--- src/rtl/dspba_fifo_rd_adapter_pkg.sv ---
// dspba_fifo_rd_pkg
// Shared constants and helpers for the FIFO read-side adapter.
//   MAX_RD_LATENCY : largest supported source FIFO read latency.
//   cnt_w(n)       : bits needed to hold a count in 0..n.
package dspba_fifo_rd_pkg;

  localparam int MAX_RD_LATENCY = 4;

  function automatic int cnt_w(input int n);
    return $clog2(n + 1);
  endfunction

endpackage

--- src/rtl/dspba_fifo_rd_adapter_if.sv ---
// dspba_fifo_rd_adapter_if
// Bundles the source-FIFO read port and the downstream valid/ready stream.
//   fifo_empty, fifo_rdreq, fifo_q : non-showahead source FIFO read side
//   out_valid, out_ready, out_data  : showahead output stream
// Modports:
//   slave  : the adapter (drives fifo_rdreq and the output stream)
//   master : the environment (drives the FIFO side and out_ready)
interface dspba_fifo_rd_adapter_if #(
  parameter int width = 8
);
  logic             fifo_empty;
  logic             fifo_rdreq;
  logic [width-1:0] fifo_q;
  logic             out_valid;
  logic             out_ready;
  logic [width-1:0] out_data;

  modport slave (
    input  fifo_empty, fifo_q, out_ready,
    output fifo_rdreq, out_valid, out_data
  );

  modport master (
    output fifo_empty, fifo_q, out_ready,
    input  fifo_rdreq, out_valid, out_data
  );
endinterface

--- src/rtl/dspba_fifo_rd_buffer.sv ---
// dspba_fifo_rd_buffer
// depth-entry register buffer with showahead head output. Absorbs words
// returning from the source FIFO so downstream backpressure never drops data.
//   clk, reset : clock, asynchronous active-low reset
//   push       : write push_data at the write pointer
//   push_data  : word returning from the source FIFO
//   pop        : consume the head word
//   count      : number of words held (0..depth)
//   head_data  : word at the read pointer (stale when count == 0)
module dspba_fifo_rd_buffer
  import dspba_fifo_rd_pkg::*;
#(
  parameter int width = 8,
  parameter int depth = 2
) (
  input  logic                      clk,
  input  logic                      reset,
  input  logic                      push,
  input  logic [width-1:0]          push_data,
  input  logic                      pop,
  output logic [cnt_w(depth)-1:0]   count,
  output logic [width-1:0]          head_data
);

  localparam int PTR_W = (depth > 1) ? $clog2(depth) : 1;
  localparam int CNT_W = cnt_w(depth);

  logic [PTR_W-1:0] wr_ptr_reg;
  logic [PTR_W-1:0] rd_ptr_reg;
  logic [CNT_W-1:0] count_reg;
  logic [width-1:0] entry_q [depth];

  // depth is rd_latency + 1 and need not be a power of two, so the pointers
  // wrap on an explicit compare rather than on natural overflow.
  function automatic logic [PTR_W-1:0] ptr_inc(input logic [PTR_W-1:0] p);
    return (p == PTR_W'(depth - 1)) ? '0 : p + 1'b1;
  endfunction

  genvar gi;
  generate
    for (gi = 0; gi < depth; gi++) begin : g_entry
      logic [width-1:0] entry_reg;
      always_ff @(posedge clk or negedge reset) begin
        if (!reset)
          entry_reg <= '0;
        else if (push && (wr_ptr_reg == PTR_W'(gi)))
          entry_reg <= push_data;
      end
      assign entry_q[gi] = entry_reg;
    end
  endgenerate

  always_ff @(posedge clk or negedge reset) begin
    if (!reset) begin
      wr_ptr_reg <= '0;
      rd_ptr_reg <= '0;
      count_reg  <= '0;
    end else begin
      if (push) wr_ptr_reg <= ptr_inc(wr_ptr_reg);
      if (pop)  rd_ptr_reg <= ptr_inc(rd_ptr_reg);
      // push together with pop leaves the occupancy unchanged, even when full
      case ({push, pop})
        2'b10:   count_reg <= count_reg + 1'b1;
        2'b01:   count_reg <= count_reg - 1'b1;
        default: count_reg <= count_reg;
      endcase
    end
  end

  assign count     = count_reg;
  assign head_data = entry_q[rd_ptr_reg];

  // The credit logic upstream must make overflow impossible.
  a_no_overflow: assert property (@(posedge clk) disable iff (!reset)
    !(push && !pop && (count_reg == CNT_W'(depth))));

endmodule

--- src/rtl/dspba_fifo_rd_adapter.sv ---
// dspba_fifo_rd_adapter
// Drains a non-showahead FIFO with fixed read latency and presents its
// contents as a valid/ready stream.
//   clk, reset : clock, asynchronous active-low reset
//   bus        : dspba_fifo_rd_adapter_if.slave
//                fifo_empty/fifo_q in, fifo_rdreq out (combinational),
//                out_valid/out_data out (showahead), out_ready in
// Parameters: width (data bits), rd_latency (1..MAX_RD_LATENCY).
module dspba_fifo_rd_adapter
  import dspba_fifo_rd_pkg::*;
#(
  parameter int width      = 8,
  parameter int rd_latency = 1
) (
  input  logic                      clk,
  input  logic                      reset,
  dspba_fifo_rd_adapter_if.slave    bus
);

  // One buffer slot per read that can be in flight, plus one so a full
  // pipe of reads can still land while the head word is stalled.
  localparam int DEPTH = rd_latency + 1;
  localparam int CNT_W = cnt_w(DEPTH);

  generate
    if (rd_latency < 1 || rd_latency > MAX_RD_LATENCY) begin : g_bad_latency
      $error("dspba_fifo_rd_adapter: rd_latency out of range");
    end
  endgenerate

  logic [rd_latency-1:0] v_reg;
  logic [rd_latency-1:0] v_next;
  logic                  arrive;
  logic                  pop;
  logic [CNT_W-1:0]      inflight;
  logic [CNT_W-1:0]      count;
  logic [CNT_W:0]        credit_sum;
  logic [width-1:0]      head_data;

  // Valid shift pipe: bit i set means a read issued i+1 cycles ago.
  always_comb begin
    v_next = (v_reg << 1) | rd_latency'(bus.fifo_rdreq);
  end

  always_ff @(posedge clk or negedge reset) begin
    if (!reset)
      v_reg <= '0;
    else
      v_reg <= v_next;
  end

  assign arrive = v_reg[rd_latency-1];

  always_comb begin
    inflight = '0;
    for (int i = 0; i < rd_latency; i++)
      inflight = inflight + CNT_W'(v_reg[i]);
  end

  assign pop = bus.out_valid && bus.out_ready;

  // Words committed = buffered + in flight. A pop this cycle frees a slot
  // immediately, so reads resume in the same cycle out_ready rises.
  // pop implies count >= 1, so the subtraction cannot underflow.
  always_comb begin
    credit_sum = {1'b0, count} + {1'b0, inflight} - {{CNT_W{1'b0}}, pop};
  end

  assign bus.fifo_rdreq = reset && !bus.fifo_empty &&
                          (credit_sum < (CNT_W + 1)'(DEPTH));

  dspba_fifo_rd_buffer #(
    .width (width),
    .depth (DEPTH)
  ) u_buffer (
    .clk       (clk),
    .reset     (reset),
    .push      (arrive),
    .push_data (bus.fifo_q),
    .pop       (pop),
    .count     (count),
    .head_data (head_data)
  );

  assign bus.out_valid = (count != '0);
  assign bus.out_data  = head_data;

endmodule

--- src/flat_wrapper.sv ---
// flat-port wrapper written by rule: the top's interface ports become plain ports
module dspba_fifo_rd_adapter_flat import dspba_fifo_rd_pkg::*;
#(
  parameter int width      = 8,
  parameter int rd_latency = 1
)
  (clk, reset, bus_fifo_empty, bus_fifo_q, bus_out_ready, bus_fifo_rdreq, bus_out_valid, bus_out_data);
  dspba_fifo_rd_adapter_if #(.width(width)) bus_i ();
  input  logic clk;
  input  logic reset;
  input wire logic [$bits(bus_i.fifo_empty)-1:0] bus_fifo_empty;
  input wire logic [$bits(bus_i.fifo_q)-1:0] bus_fifo_q;
  input wire logic [$bits(bus_i.out_ready)-1:0] bus_out_ready;
  output wire logic [$bits(bus_i.fifo_rdreq)-1:0] bus_fifo_rdreq;
  output wire logic [$bits(bus_i.out_valid)-1:0] bus_out_valid;
  output wire logic [$bits(bus_i.out_data)-1:0] bus_out_data;
  assign bus_i.fifo_empty = bus_fifo_empty;
  assign bus_i.fifo_q = bus_fifo_q;
  assign bus_i.out_ready = bus_out_ready;
  assign bus_fifo_rdreq = bus_i.fifo_rdreq;
  assign bus_out_valid = bus_i.out_valid;
  assign bus_out_data = bus_i.out_data;
  dspba_fifo_rd_adapter #(.width(width), .rd_latency(rd_latency)) u_core (.clk(clk), .reset(reset), .bus(bus_i));
endmodule
--- config.mk ---
export PLATFORM = sky130hd
export DESIGN_NAME = dspba_fifo_rd_adapter_flat
export DESIGN_NICKNAME = d
export VERILOG_FILES = /design/src/rtl/dspba_fifo_rd_adapter_pkg.sv /design/src/rtl/dspba_fifo_rd_adapter_if.sv /design/src/rtl/dspba_fifo_rd_buffer.sv /design/src/rtl/dspba_fifo_rd_adapter.sv /design/src/flat_wrapper.sv
export SDC_FILE = /design/constraint.sdc
export NUM_CORES = 1
export LEC_CHECK = 0
export ABC_CLOCK_PERIOD_IN_PS = 2850
export CORE_MARGIN = 10
export CORE_UTILIZATION = 45
export CTS_BUF_LIST = sky130_fd_sc_hd__clkbuf_4
export DETAILED_ROUTE_END_ITERATION = 16
export PLACE_DENSITY = 0.74
export SLEW_MARGIN = 0
export SYNTH_ARGS = -nofsm -noshare
export SYNTH_HDL_FRONTEND = slang
export SYNTH_SLANG_ARGS = --single-unit
--- constraint.sdc ---
create_clock -name clk -period 2.85 [get_ports clk]
set_input_delay 0.4275 -clock clk [delete_from_list [all_inputs] [get_ports clk]]
set_output_delay 0.4275 -clock clk [all_outputs]
set_load 0.1 [all_outputs]
==> impl_results.md <==
- Grt ovf: 0
- Crit path to: bus_fifo_rdreq
- Met1 global-route usage: approximately 11%
- Latest clock arrival within the worst-skew pair: roughly 0.3 ns
- Residual DRC: 0
- DP HPWL: about 1300 microns
- WL final: about 1800 microns
- Global-route wire length before repair: 3220 microns
- Crit-path max cell delay: approximately 0.5 ns
- Top cells by area, synth: dfrtp_1 (53%), mux2_2 (18%), mux2_4 (12%)
- Max-slew headroom: between 70% and 80%
- Layout net count: ~110
- Synth-to-layout area growth: 32.7%
- Max FFs per register: 16
- CP bufs+invs: 1
- Cell taking the most area after synthesis: dfrtp_1
- Reg2Reg Setup Slack: 0.95 ns
- Initial DRC count: 26
- Post-synthesis mux area share: 30.0%
- Clk slew on worst S/H paths: between 0.1 and 0.15 ns
- Die width: between 60 and 70 microns
- Fraction of registers with async set/reset: 100%
- Synth Area in Compound Gates: 1.25%
- TritonCTS clock tree: yes
- Worst-path maximum fanout: 6
- Register-to-Register Path Depth: 6
- Worst-Margin Slew: between 0.4 and 0.5 ns
- DP Worst Slack: -0.00115 ns
- HP Class: reg -> reg
- Outcome: finished clean
- CTS Buf Count: 3
- Adder-cell share of the synthesized area: under 10%
- CP delay by family, top: adder cells
- Number of enable flip-flop cells after synthesis: 0
- GPL Wtd Cong: between 0.6 and 0.7
- Met3 Track Usage GR: under 10%
- Post-synthesis xor/xnor area fraction: approximately 4.4%
- Post-layout min period: between 2 and 3 ns
- Synthesized area per cell: 14.9 sq um
- WS Path Type: reg -> out
- # diodes: 0
- Period utilisation layout: between 90% and 100%
- Grt met2 use: between 10% and 20%
- Chip Height: between 60 and 70 microns
- H-tree depth: 1
- Register area share after synthesis: between 50% and 60%
- Largest family of logic cells by synthesized area: multiplexers
- CTS Buffer Depth: 2
- TritonRoute pass-1 iters: 4
- Synth warn: 0
- Final Hold Vio Count: 0
- Core area: between 2000 and 2500 sq um
- I/O pin total: 22
- DRT antenna net count: 0
- CP Launch Type: flop
- Synth Register Bits: 21
- Clock sink count: 21
- Worst path arrival time: around 2.3 ns
- Req. time, crit path: 2.42 ns
- Initial antenna violation count: 0
- RSZ-0062 raised after global routing: true
- Vias after detailed routing: 588
- # port buffers: 21
- Most frequent cells in the layout: dfrtp_1 (19), mux2_2 (16), buf_4 (15), clkdlybuf4s50_1 (10), mux2_4 (8)
- Root buffer cell: clkbuf_4
- Worst setup margin: roughly 0.1 ns
- Row count: 17
- Max Clock Skew: ~0.0013 ns
- Total global-route track usage: under 10%
- Final setup vio count: 0
- Most common cell after layout, fill and taps aside: dfrtp_1
- Ys flop type: dfrtp_1
- FMAX: around 0.36 GHz
- Reg2reg end: u_core.arrive
- Post-synthesis simple-gate area fraction: under 10%
- Hold_buf cts: 0
- Critical path, cell by cell: o21a_1 -> ha_4 -> nand2b_4 -> fa_1 -> nand2_2 -> nor3_4 -> buf_12
- Post-synth cell types: 18
- Syn Nets: around 80
- Mapped Cells: 67
- Vias per Instance: around 4.7
- Synthesized area: ~1000 sq um
- Number of max-cap violations: 0
- Critical path capture point type: output pin
- Die area: 4510 sq um
- Reg-to-reg startpoint: u_core.u_buffer.count[1]
- Critical path origin: u_core.u_buffer.count[1]
- Initial core utilization: a little under half
- WL/cell: roughly 15 microns
- Slew Limit Fails: 0
- Area share of the largest cell type after synthesis: between 50% and 60%
- Largest net degree at the start of global routing: 22
- Slowest stage cell, crit path: fa_1
- CP Depth: 7
- Vias in the first global route: 694
- Share of layout cells above drive strength 1: a little under three fifths
- Gr busiest metal: met2
area by class of cell:
cell class,instances,area [sq um]
inverter,3,11.3
sequential,21,528
tap,28,35.0
clock buffer,4,30.0
multi-input combinational,41,480
timing repair buffer,27,241
fill,179,843
kinds of logic (layout without fill, tap and decap cells):
logic type,after synthesis,in the layout
AO/OA/AOI/OAI,2,2
XOR/XNOR,5,5
adder cells (fa/ha/maj),3,3
buffers and inverters,5,34
flip-flops,21,21
multiplexers,24,24
AND/OR/NAND/NOR,7,7
Yosys cell counts, drive strengths merged, types with 2 or more instances:
cell	instances
buf	2
dfrtp	21
ha	2
inv	3
mux2	24
nand2	3
xnor2	2
xor2	3
worst min-delay path by stage:
stage / from / end / depth (start not counted)
after global routing: u_core.u_buffer.g_entry[1].entry_reg[3] / u_core.u_buffer.g_entry[1].entry_reg[3] / 1
after global placement: u_core.u_buffer.g_entry[1].entry_reg[6] / u_core.u_buffer.g_entry[1].entry_reg[6] / 1
final: u_core.u_buffer.g_entry[1].entry_reg[5] / u_core.u_buffer.g_entry[1].entry_reg[5] / 1
after detailed placement: u_core.u_buffer.g_entry[1].entry_reg[5] / u_core.u_buffer.g_entry[1].entry_reg[5] / 1
after CTS: u_core.u_buffer.g_entry[1].entry_reg[3] / u_core.u_buffer.g_entry[1].entry_reg[3] / 1
after floorplan: reset / u_core.arrive / 0
through the flow:
step | utilization [%] | hold slack [ns] | std cells | TNS (ns) | area, sq um
global placement | 58.2 | 0.482 | 117 | 0 | 1260
CTS | 60.8 | 0.517 | 123 | 0 | 1320
floorplan | - | 0.132 | 67 | 0 | 1020
finish | 61.1 | 0.515 | 124 | 0 | 1330
detailed placement | 58.2 | 0.489 | 117 | -0.00115 | 1260
global route | 61.1 | 0.523 | 124 | -0.00391 | 1330
routing by layer:
layer	part of all wire (%)	up-vias
met3	6.4	2
met1	47	289
li1	-	283
met2	46	14
met5	0	-
met4	0.61	0
timing repair:
item | in CTS | in global routing
resized for setup | 5 | 0
buffers inserted | 2 | 1
setup endpoints to repair | 1 | 1
hold endpoints to repair | 0 | 0
pin swaps | 4 | 4
Power is not shown: default switching activity piles up to over one toggle a cycle in this logic, so the estimate is an artifact.
